==> src/rtl/cpu_trace_pkg.sv <==
// Shared types and constants for the instruction trace path.
package cpu_trace_pkg;

  localparam int unsigned TRACE_SEQ_W     = 16;
  localparam int unsigned TRACE_DEPTH_DEF = 16;

  typedef struct packed {
    logic [31:0]            pc;
    logic [31:0]            inst;
    logic [TRACE_SEQ_W-1:0] seq;
  } trace_entry_t;

endpackage

==> src/rtl/trace_ram.sv <==
// Trace entry storage: one synchronous write port, one asynchronous read port, no reset.
module trace_ram #(
  parameter int unsigned DEPTH = 16,
  parameter int unsigned W     = 64
) (
  input  logic                     clk,
  input  logic                     we,
  input  logic [$clog2(DEPTH)-1:0] waddr,
  input  logic [W-1:0]             wdata,
  input  logic [$clog2(DEPTH)-1:0] raddr,
  output logic [W-1:0]             rdata
);

  logic [W-1:0] mem [DEPTH];

  always_ff @(posedge clk) begin
    if (we) mem[waddr] <= wdata;
  end

  assign rdata = mem[raddr];

endmodule

==> src/rtl/inst_trace_fifo.sv <==
// First-word-fall-through trace FIFO for retired instructions.
// Define TRACE_SEQ_EN to store and present a 16-bit per-entry sequence number.
module inst_trace_fifo
  import cpu_trace_pkg::*;
#(
  parameter int unsigned DEPTH = TRACE_DEPTH_DEF
) (
  input  logic                   clk_in,
  input  logic                   reset,
  input  logic                   cap_valid,
  input  logic [31:0]            cap_pc,
  input  logic [31:0]            cap_inst,
  input  logic                   clear,
  output logic                   out_valid,
  input  logic                   out_ready,
  output logic [31:0]            out_pc,
  output logic [31:0]            out_inst,
  output logic [15:0]            out_seq,
  output logic [$clog2(DEPTH):0] count,
  output logic                   overflow
);

  localparam int unsigned AW = $clog2(DEPTH);
  localparam int unsigned CW = AW + 1;
`ifdef TRACE_SEQ_EN
  localparam int unsigned ENTRY_W = 64 + TRACE_SEQ_W;
`else
  localparam int unsigned ENTRY_W = 64;
`endif

  logic [AW-1:0]      wr_ptr, rd_ptr;
  logic [CW-1:0]      cnt;
  logic               ovf;
  logic               empty, full, pop, push;
  logic [ENTRY_W-1:0] wdata, rdata;
  trace_entry_t       head;

  assign empty = (cnt == '0);
  assign full  = (cnt == CW'(DEPTH));
  assign pop   = !empty && out_ready;
  // A full FIFO still accepts a capture when the head leaves in the same cycle.
  assign push  = cap_valid && (!full || pop);

  always_ff @(posedge clk_in) begin
    if (reset || clear) begin
      wr_ptr <= '0;
      rd_ptr <= '0;
      cnt    <= '0;
      ovf    <= 1'b0;
    end else begin
      if (push) wr_ptr <= wr_ptr + AW'(1);
      if (pop)  rd_ptr <= rd_ptr + AW'(1);
      case ({push, pop})
        2'b10:   cnt <= cnt + CW'(1);
        2'b01:   cnt <= cnt - CW'(1);
        default: cnt <= cnt;
      endcase
      if (cap_valid && full && !pop) ovf <= 1'b1;
    end
  end

`ifdef TRACE_SEQ_EN
  logic [TRACE_SEQ_W-1:0] seq_cnt;

  always_ff @(posedge clk_in) begin
    if (reset || clear) seq_cnt <= '0;
    else if (push)      seq_cnt <= seq_cnt + TRACE_SEQ_W'(1);
  end

  assign wdata = {cap_pc, cap_inst, seq_cnt};
`else
  assign wdata = {cap_pc, cap_inst};
`endif

  trace_ram #(
    .DEPTH (DEPTH),
    .W     (ENTRY_W)
  ) u_ram (
    .clk   (clk_in),
    .we    (push),
    .waddr (wr_ptr),
    .wdata (wdata),
    .raddr (rd_ptr),
    .rdata (rdata)
  );

  always_comb begin
    head = '0;
    if (!empty) begin
      head.pc   = rdata[ENTRY_W-1 -: 32];
      head.inst = rdata[ENTRY_W-33 -: 32];
`ifdef TRACE_SEQ_EN
      head.seq  = rdata[TRACE_SEQ_W-1:0];
`endif
    end
  end

  assign out_valid = !empty;
  assign out_pc    = head.pc;
  assign out_inst  = head.inst;
  assign out_seq   = head.seq;
  assign count     = cnt;
  assign overflow  = ovf;

endmodule

==> config.mk <==
export PLATFORM = sky130hd
export DESIGN_NAME = inst_trace_fifo
export DESIGN_NICKNAME = d
export VERILOG_FILES = /design/src/rtl/cpu_trace_pkg.sv /design/src/rtl/trace_ram.sv /design/src/rtl/inst_trace_fifo.sv
export SDC_FILE = /design/constraint.sdc
export NUM_CORES = 1
export LEC_CHECK = 0
export CAP_MARGIN = 20
export CORE_ASPECT_RATIO = 1.75
export CORE_MARGIN = 2
export CORE_UTILIZATION = 48
export DETAILED_ROUTE_END_ITERATION = 10
export GPL_TIMING_DRIVEN = 0
export PLACE_DENSITY = 0.65
export RECOVER_POWER = 25
export SYNTH_ARGS = -nofsm -noshare
export SYNTH_HDL_FRONTEND = slang
export SYNTH_HIERARCHICAL = 1
export SYNTH_SLANG_ARGS = --single-unit
==> constraint.sdc <==
create_clock -name clk_in -period 7.79 [get_ports clk_in]
set_input_delay 0.779 -clock clk_in [delete_from_list [all_inputs] [get_ports clk_in]]
set_output_delay 0.779 -clock clk_in [all_outputs]
set_load 0.01 [all_outputs]
==> reports/qor.csv, run 1 <==
metric,value,unit
post-route ant nets,0,
"Top FF cell, synth",edfxtp_1,
internal power,8850,uW
Hold Path Sink,overflow$_SDFFE_PP0P_,
latest clock arrival within the worst-skew pair,0.66,ns
worst hold path class,register to register,
Hold Path Depth,2,
NumNets Final,2151,
CTS tree,yes,
CP arrival,3.80,ns
first-pass GRT wire length,137,mm
Die Footprint,0.0851,sq mm
DR iter-0 viols,1886,
number of synthesized register bits,1038,
final setup fails,0,
uppermost routed layer,met5,
Worst Path Required,7.01,ns
sequential fraction of the synthesis area,78.2,%
most frequent cells in the layout,"edfxtp_1, mux4_2, a22oi_1, clkdlybuf4s50_1, clkbuf_16",
sequential power share,55.8,%
placed insts,3046,
Clk pwr share,39.3,%
DRC Markers,0,
crit start category,register,
DR WL met2,50.2,mm
Synth Area per Inst,22.5,sq um
min-delay src,overflow$_SDFFE_PP0P_,
R2R Path Start,count[2]$_SDFFE_PP0P_,
TritonCTS buffer count,88,
multi-input logic area,0.00818,sq mm
warnings from Yosys,6,
CTS root buffer,clkbuf_16,
design area,0.0466,sq mm
total global routing overflow,0,
R2R Setup Slk,4.37,ns
IO Pins,156,
Post-synth EDFFs,1024,
crit-path max FO,10,
Sw Pwr,2230,uW
dpl ws,3.75,ns
Worst Reg-to-Reg Cells,9,
Port Buffers,139,
Setup WS post-layout,3.21,ns
sw frac,20.1,%
detailed-route wire length,93.3,mm
Slew Limit Fails,0,
Post-CTS Setup Bufs,0,
core area,0.0819,sq mm
Final Hold Viols,0,
RSZ-0062 raised after global routing,no,
worst slew pin tran,0.958,ns
Met1 Wirelength,35.3,mm
layout overhead on the synthesized area,17.4,%
Comb power frac,4.9,%
post-route minimum period,4.58,ns
outcome,"complete, no violations",
Post-Layout Cell Count,3207,
async set-reset flop share out of synthesis,0,%
DP Wirelength,60.5,mm
RePlAce Congestion,0.760,
Reg-to-Reg End,u_ram/mem[0][11]$_DFFE_PP_,
layout cells sized above 1,24.3,%
Die Span Y,384,um
clk_skew,0.0135,ns
number of H-tree levels,3,
CTS sink count,1038,
# Max-Cap Violations,0,
metal3 WL,5.55,mm
drt first pass iters,5,
mapped cell area,0.0397,sq mm
row cnt,139,
chip width,221,um
pwr/cell area,238,mW/mm^2
Lkg Pwr,0.0144,uW
register area,0.0310,sq mm
fmax,0.219,GHz
CTS-repair resized insts,0,
Mapped Cells,1764,
Worst VDD drop,0.000220,V
via/cell ratio,6.03,
post-synth cell types,45,
Initial Utilization,48.4,%
placed inst area,0.0438,sq mm
Max clock buf depth,3,
clock slew at reported path FFs,0.06,ns
# fillers,5964,
DR WL/cell,29.1,um
CP Class,register to primary output,
"most common cell after layout, fill and taps aside",edfxtp_1,
pin count of the biggest net entering global routing,24,
Max transition margin,36.1,%
crit path capture type,primary output,
initial antenna violation count,14,
period utilization,58.7,%
vias in the first global route,20700,
Final Hold Slack,0.501,ns
Total GRT Usage,22.2,%
hold buffers post-CTS,0,
antenna fix cells,0,
Via Count,19300,
[worst max path at each step]
stage / from / to / slack (ns) / depth (start not counted)
CTS: rd_ptr[1]$_SDFFE_PP0N_ / out_pc[26] / 3.17 / 7
finish: rd_ptr[1]$_SDFFE_PP0N_ / out_pc[20] / 3.21 / 7
global placement: out_ready / u_ram/mem[0][21]$_DFFE_PP_ / -4.85 / 5
floorplan: count[2]$_SDFFE_PP0P_ / u_ram/mem[0][0]$_DFFE_PP_ / 1.33 / 6
detailed placement: out_ready / u_ram/mem[0][14]$_DFFE_PP_ / 3.75 / 8
global route: rd_ptr[3]$_SDFFE_PP0N_ / out_inst[3] / 3.07 / 7
[synthesized netlist by cell type, drive strengths merged (2+ instances only)]
cell type,number,area [sq um]
xor2,4,35.0
a22oi,130,976
a21oi,4,20.0
or3,2,12.5
nand2,71,267
and2,65,407
o21ai,5,32.5
mux2i,5,50.1
nor2b,5,31.3
ha,3,37.5
inv,3,11.3
nand2b,3,18.8
edfxtp,1024,30700
o21a,3,22.5
nor2,24,90.1
buf,66,447
mux2,2,22.5
nand3,4,20.0
mux4,256,5770
dfxtp,14,280
nand3b,2,15.0
clkbuf,45,169
nor3,7,35.0
[registers in the layout, indices dropped and copies added (netlist names)]
name       cells
count          5
rd_ptr         4
u_ram/mem   1024
wr_ptr         4
overflow       1
[final cells by class]
type                       count  share of cell area [%]
inverter                       3                  0.0242
clock buffer                 117                    5.14
tap                         1057                    2.84
sequential                  1038                    66.6
clock inverter                44                   0.913
timing repair buffer         210                    5.57
buffer                       111                    1.32
multi-input combinational    627                    17.6
[power groups by stage]
| stage | Sequential (uW) | Clock, uW | Combinational (uW) |
|---|---|---|---|
| 2_1_floorplan | 6310 | 0 | 261 |
| 3_3_place_gp | 6310 | 0 | 519 |
| 3_5_place_dp | 6310 | 0 | 549 |
| 4_1_cts | 6180 | 4450 | 552 |
| 5_1_grt | 6180 | 4630 | 581 |
| 6_report | 6180 | 4360 | 539 |
[kinds of logic after synthesis]
kind of cell / count (synthesis) / synth area share (%)
XOR/XNOR: 5 / 0.110
AO/OA/AOI/OAI: 151 / 2.87
multiplexers: 263 / 14.7
flip-flops: 1038 / 78.2
AND/OR/NAND/NOR: 189 / 2.41
adder cells (fa/ha/maj): 3 / 0.0946
other: 1 / 0.00945
buffers and inverters: 114 / 1.58
[routing by layer]
metal,global-route usage [%],vias to the layer above
met4,6.55,22
met1,27.7,10400
met2,40.1,693
met5,0,-
li1,-,8037
met3,3.71,161
[worst max-delay path, cell delays in order (launching register included)]
cell and delay, ns:
dfxtp_1 0.53, buf_2 0.42, buf_1 0.69, mux4_2 0.42
a22oi_1 0.28, nand2_1 0.15, and2_1 0.16, clkdlybuf4s50_1 0.48
[through the flow]
step	util [%]	setup TNS, ns	power (uW)
after CTS	56.9	0	11200
after floorplan	-	0	6570
after global placement	51.8	-1650.07	6830
after detailed placement	53.4	0	6860
final	56.9	0	11100
after global routing	56.9	0	11400
No activity file was read; power rests on OpenSTA's default activity.
==> inputs of run 2 (changes only) <==
Settings changed: PLACE_DENSITY 0.65 to 0.68.
Clock period 7.79 ns to 4.1 ns, I/O delays scaled along.
==> reports/qor.csv, run 2 (synthesis results as in run 1) <==
metric,value,unit,change
outcome,"complete, no violations",,unchanged
CP Class,register to primary output,,unchanged
sequential power share,55.6,%,was 55.8%
placed insts,3034,,was 3046
DRC Markers,0,,unchanged
Worst Path Required,3.69,ns,was 7.01 ns
layout overhead on the synthesized area,17.9,%,was 17.4%
initial antenna violation count,12,,was 14
CP arrival,3.55,ns,was 3.80 ns
TritonCTS buffer count,86,,was 88
Post-Layout Cell Count,3193,,was 3207
Max transition margin,34.8,%,was 36.1%
layout cells sized above 1,25.8,%,was 24.3%
chip width,221,um,unchanged
clock slew at reported path FFs,0.07,ns,was 0.06 ns
post-route ant nets,0,,unchanged
Initial Utilization,48.4,%,unchanged
Total GRT Usage,22.4,%,was 22.2%
vias in the first global route,20400,,was 20700
post-route minimum period,3.96,ns,
most frequent cells in the layout,"edfxtp_1, mux4_2, a22oi_1, clkdlybuf4s50_1, clkbuf_16",,unchanged
Final Hold Viols,0,,unchanged
RePlAce Congestion,0.763,,was 0.760
fmax,0.253,GHz,
latest clock arrival within the worst-skew pair,0.67,ns,was 0.66 ns
Slew Limit Fails,0,,unchanged
crit start category,register,,unchanged
Fin Setup TNS,0,ns,unchanged
pwr/cell area,452,mW/mm^2,was 238 mW/mm^2
DR iter-0 viols,1910,,was 1886
sw frac,20.2,%,was 20.1%
"Critical Path, Cell by Cell",nor2_2 -> buf_4 -> clkbuf_1 -> a22oi_1 -> nand2_1 -> and2_1 -> clkdlybuf4s50_1,,was buf_2 -> buf_1 -> mux4_2 -> a22oi_1 -> nand2_1 -> and2_1 -> clkdlybuf4s50_1
Worst VDD drop,0.000340,V,was 0.000220 V
IO Pins,156,,unchanged
Die Footprint,0.0851,sq mm,unchanged
DP Wirelength,60.2,mm,was 60.5 mm
# Max-Cap Violations,0,,unchanged
pin count of the biggest net entering global routing,23,,was 24
"most common cell after layout, fill and taps aside",edfxtp_1,,unchanged
NumNets Final,2136,,was 2151
CTS tree,yes,,unchanged
Sw Pwr,4280,uW,was 2230 uW
Max clock buf depth,3,,unchanged
total global routing overflow,0,,unchanged
number of H-tree levels,3,,unchanged
clk_skew,0.0204,ns,was 0.0135 ns
crit-path leading delay family,buffers and inverters,,unchanged
CP max-delay cell,clkdlybuf4s50_1,,was buf_1
Via Count,19400,,was 19300
Port Buffers,139,,unchanged
Lkg Pwr,0.0145,uW,was 0.0144 uW
row cnt,139,,unchanged
Clk pwr share,39.5,%,was 39.3%
DR WL/cell,29.7,um,was 29.1 um
CTS sink count,1038,,unchanged
crit path capture type,primary output,,unchanged
CTS root buffer,clkbuf_16,,unchanged
period utilization,96.6,%,
crit-path max FO,10,,unchanged
Critical Path Max Stage Delay,0.59,ns,was 0.69 ns
Die Span Y,384,um,unchanged
worst hold path class,input port to register,,was register to register
detailed-route wire length,94.9,mm,was 93.3 mm
worst slew pin tran,0.976,ns,was 0.958 ns
via/cell ratio,6.07,,was 6.03
Comb power frac,4.9,%,about the same
internal power,16900,uW,was 8850 uW
drt first pass iters,7,,was 5
RSZ-0062 raised after global routing,no,,unchanged
Largest register FFs,1024,,unchanged
core area,0.0819,sq mm,unchanged
first-pass GRT wire length,137,mm,about the same
hold buffers post-CTS,0,,unchanged
final setup fails,0,,unchanged
Largest Register,u_ram/mem,,unchanged
# fillers,5858,,was 5964
CP bufs+invs,3,,unchanged
[run 2: cell count changes in the layout (fill, tap and decap cells not counted), sizes merged]
cell and change:
diode +3, bufinv +3, dlygate4sd3 +1, clkdlybuf4s50 -1, clkdlybuf4s15 +2, clkinv -1
buf -22, inv +3, clkinvlp +3, clkbuf -5
[run 2: stage by stage]
step / hold slack [ns] / util, % / power, uW / cell area [sq um] / setup WS [ns]
global placement: 0.460 / 51.9 / 13000 / 42500 / -4.22
floorplan: 0.492 / - / 12500 / 39800 / -0.630
global route: 0.451 / 57.1 / 21700 / 46800 / 0.0227
detailed placement: 0.471 / 53.6 / 13000 / 43900 / 0.482
finish: 0.449 / 57.1 / 21200 / 46800 / 0.140
CTS: 0.404 / 57.1 / 21300 / 46800 / -0.0469
[run 2: final timing paths]
| check | start | to | slack (ns) | cells after the start |
|---|---|---|---|---|
| hold reg to reg | overflow$_SDFFE_PP0P_ | overflow$_SDFFE_PP0P_ | 0.48 | 2 |
| setup reg to reg | count[2]$_SDFFE_PP0P_ | u_ram/mem[12][18]$_DFFE_PP_ | 0.65 | 10 |
| hold / removal | reset | count[4]$_SDFFE_PP0P_ | 0.45 | 3 |
| setup / recovery | rd_ptr[2]$_SDFFE_PP0N_ | out_inst[2] | 0.14 | 7 |
[run 2: repair_timing]
item | 4_1_cts | 5_1_grt
gates cloned | 0 | 0
hold endpoints to repair | 0 | 0
setup buffers | 0 | 0
resized for setup | 27 | 11
endpoints found under the setup margin | 64 | 49
[run 2: power groups by stage]
stage | Clock, uW | Combinational, uW | Sequential, uW
after global placement | 0 | 992 | 12000
after global routing | 8870 | 1110 | 11800
after CTS | 8520 | 1060 | 11800
after floorplan | 0 | 497 | 12000
final | 8360 | 1040 | 11800
after detailed placement | 0 | 1050 | 12000
[run 2: worst reg2reg max path: stages, from the launching register on]
cell	delay, ns
dfxtp_1	0.32
clkbuf_1	0.34
or4_4	0.26
o31ai_4	0.10
inv_1	0.15
nand3_1	0.38
nor3_4	0.82
buf_8	0.25
buf_16	0.16
buf_8	0.17
buf_8	0.18
[run 2: layout make-up]
cell class	count	area, sq um	share of cell area (%)
sequential	1038	31000	66.3
clock buffer	105	2290	4.89
multi-input combinational	627	8210	17.6
timing repair buffer	198	2700	5.76
buffer	110	664	1.42
tap	1057	1320	2.83
antenna	3	7.51	0.0160
clock inverter	52	544	1.16
inverter	3	11.3	0.0241
[run 2: metal layers]
layer / global-route usage (%) / routed length [um] / vias to the layer above
met5: 0 / 84 / -
met4: 7.76 / 2790 / 14
met3: 4.31 / 6650 / 184
met2: 40.1 / 50500 / 829
met1: 27.1 / 34800 / 10300
li1: - / - / 8008
==> inputs of run 3 (changes only) <==
Settings changed: CAP_MARGIN 20 to not set, PLACE_DENSITY 0.68 to 0.65.
Clock period 4.1 ns to 4.2 ns, I/O delays scaled along.
==> reports/qor.csv, run 3 (synthesis results as in run 1) <==
metric,value,unit,change
outcome,"complete, no violations",,unchanged
worst slew pin tran,0.943,ns,was 0.976 ns
vias in the first global route,20400,,about the same
Slew Limit Fails,0,,unchanged
initial antenna violation count,10,,was 12
clk_skew,0.0290,ns,was 0.0204 ns
Largest register FFs,1024,,unchanged
number of H-tree levels,3,,unchanged
period utilization,98.8,%,
R2R Setup Slk,0.88,ns,was 0.65 ns
Final Hold Viols,0,,unchanged
Lkg Pwr,0.0145,uW,about the same
Critical Path Max Stage Delay,0.72,ns,was 0.59 ns
Initial Utilization,48.4,%,unchanged
IO Pins,156,,unchanged
"most common cell after layout, fill and taps aside",edfxtp_1,,unchanged
"Critical Path, Cell by Cell",buf_2 -> clkbuf_1 -> mux4_2 -> a22oi_1 -> nand2_1 -> and2_1 -> clkdlybuf4s50_1,,was nor2_2 -> buf_4 -> clkbuf_1 -> a22oi_1 -> nand2_1 -> and2_1 -> clkdlybuf4s50_1
design area,0.0469,sq mm,was 0.0468 sq mm
latest clock arrival within the worst-skew pair,0.67,ns,about the same
CP max-delay cell,clkbuf_1,,was clkdlybuf4s50_1
row cnt,139,,unchanged
most frequent cells in the layout,"edfxtp_1, mux4_2, a22oi_1, clkdlybuf4s50_1, clkbuf_16",,unchanged
CP Class,register to primary output,,unchanged
detailed-route wire length,93.5,mm,was 94.9 mm
chip width,221,um,unchanged
DR iter-0 viols,1821,,was 1910
fmax,0.241,GHz,
drt first pass iters,5,,was 7
# fillers,5889,,was 5858
core area,0.0819,sq mm,unchanged
TritonCTS buffer count,88,,was 86
via/cell ratio,6.05,,was 6.07
R2R Path Start,count[2]$_SDFFE_PP0P_,,unchanged
hold buffers post-CTS,0,,unchanged
crit path capture type,primary output,,unchanged
clock slew at reported path FFs,0.07,ns,about the same
Hold Path Depth,3,,unchanged
RSZ-0062 raised after global routing,yes,,was no
# Max-Cap Violations,0,,unchanged
Post-CTS Setup Bufs,0,,unchanged
post-route ant nets,0,,unchanged
NumNets Final,2137,,was 2136
total global routing overflow,0,,unchanged
pin count of the biggest net entering global routing,23,,unchanged
CP arrival,3.73,ns,was 3.55 ns
Hold Path Sink,count[3]$_SDFFE_PP0P_,,was count[4]$_SDFFE_PP0P_
Via Count,19300,,was 19400
worst hold path class,input port to register,,unchanged
crit start category,register,,unchanged
first-pass GRT wire length,137,mm,about the same
layout cells sized above 1,25.3,%,was 25.8%
post-route minimum period,4.15,ns,
Worst VDD drop,0.000303,V,was 0.000340 V
CTS root buffer,clkbuf_16,,unchanged
layout overhead on the synthesized area,18.2,%,was 17.9%
crit-path leading delay family,buffers and inverters,,unchanged
placed inst area,0.0439,sq mm,about the same
Port Buffers,139,,unchanged
Worst Reg-to-Reg Cells,10,,unchanged
CTS tree,yes,,unchanged
RePlAce Congestion,0.767,,was 0.763
Largest Register,u_ram/mem,,unchanged
Max transition margin,36.9,%,was 34.8%
Die Span Y,384,um,unchanged
Final Hold Slack,0.454,ns,was 0.449 ns
pwr/cell area,445,mW/mm^2,was 452 mW/mm^2
crit-path max FO,10,,unchanged
Max clock buf depth,3,,unchanged
final setup fails,0,,unchanged
Die Footprint,0.0851,sq mm,unchanged
Total GRT Usage,22.3,%,was 22.4%
DRC Markers,0,,unchanged
CTS sink count,1038,,unchanged
min-delay src,reset,,unchanged
DP Wirelength,59.9,mm,was 60.2 mm
CP bufs+invs,3,,unchanged
Reg-to-Reg End,u_ram/mem[8][20]$_DFFE_PP_,,was u_ram/mem[12][18]$_DFFE_PP_
DR WL/cell,29.3,um,was 29.7 um
Worst Path Required,3.78,ns,was 3.69 ns
run 3: report_power, final:
group | switching (uW) | total (uW) | internal (uW)
Sequential | 23.1 | 11500 | 11400
Combinational | 538 | 1000 | 466
Clock | 3600 | 8380 | 4780
run 3: layer usage:
layer	routed length (um)	share of wire (%)	up-vias	track usage [%]
met5	65	0.070	-	0
met4	2300	2.5	12	6.67
met3	6130	6.6	169	4.33
met2	50600	54	804	40.6
met1	34300	37	10300	26.9
li1	-	-	8001	-
run 3: repair_timing:
item                                    CTS  global route
cloned                                    0             0
gates resized for setup                  12            18
endpoints found under the setup margin   60            39
run 3: area by class of cell:
type | instances | area [sq um] | area share [%]
sequential | 1038 | 31000 | 66.2
multi-input combinational | 627 | 8210 | 17.5
timing repair buffer | 198 | 2750 | 5.87
clock buffer | 103 | 2340 | 5.00
tap | 1057 | 1320 | 2.82
buffer | 109 | 639 | 1.36
clock inverter | 52 | 594 | 1.27
inverter | 3 | 11.3 | 0.0240
antenna | 1 | 2.50 | 0.00533
run 3: per-stage QoR:
| stage | setup slack [ns] | std cells | util, % | TNS, ns | power, uW |
|---|---|---|---|---|---|
| 2_1_floorplan | -0.550 | 1779 | - | -108.08 | 12200 |
| 3_3_place_gp | -4.26 | 2975 | 51.9 | -2431.40 | 12700 |
| 3_5_place_dp | 0.468 | 3034 | 53.6 | 0 | 12700 |
| 4_1_cts | 0.00588 | 3188 | 57.3 | 0 | 21000 |
| 5_1_grt | -0.0269 | 3188 | 57.3 | -0.0576 | 21400 |
| 6_report | 0.0485 | 3188 | 57.3 | 0 | 20900 |
run 3: worst min-delay path, cell delays in order:
cell and delay, ns:
clkdlybuf4s50_1 0.49, or3_1 0.11, mux2i_1 0.06
run 3: worst max-delay path by stage:
stage	startpoint	endpoint	slack, ns	cells after the start
floorplan	count[2]$_SDFFE_PP0P_	u_ram/mem[1][0]$_DFFE_PP_	-0.55	6
global placement	out_ready	u_ram/mem[3][19]$_DFFE_PP_	-4.26	5
detailed placement	rd_ptr[2]$_SDFFE_PP0N_	out_inst[17]	0.47	6
CTS	rd_ptr[2]$_SDFFE_PP0N_	out_inst[19]	0.006	7
global route	rd_ptr[1]$_SDFFE_PP0N_	out_pc[12]	-0.03	7
finish	rd_ptr[1]$_SDFFE_PP0N_	out_inst[19]	0.05	7
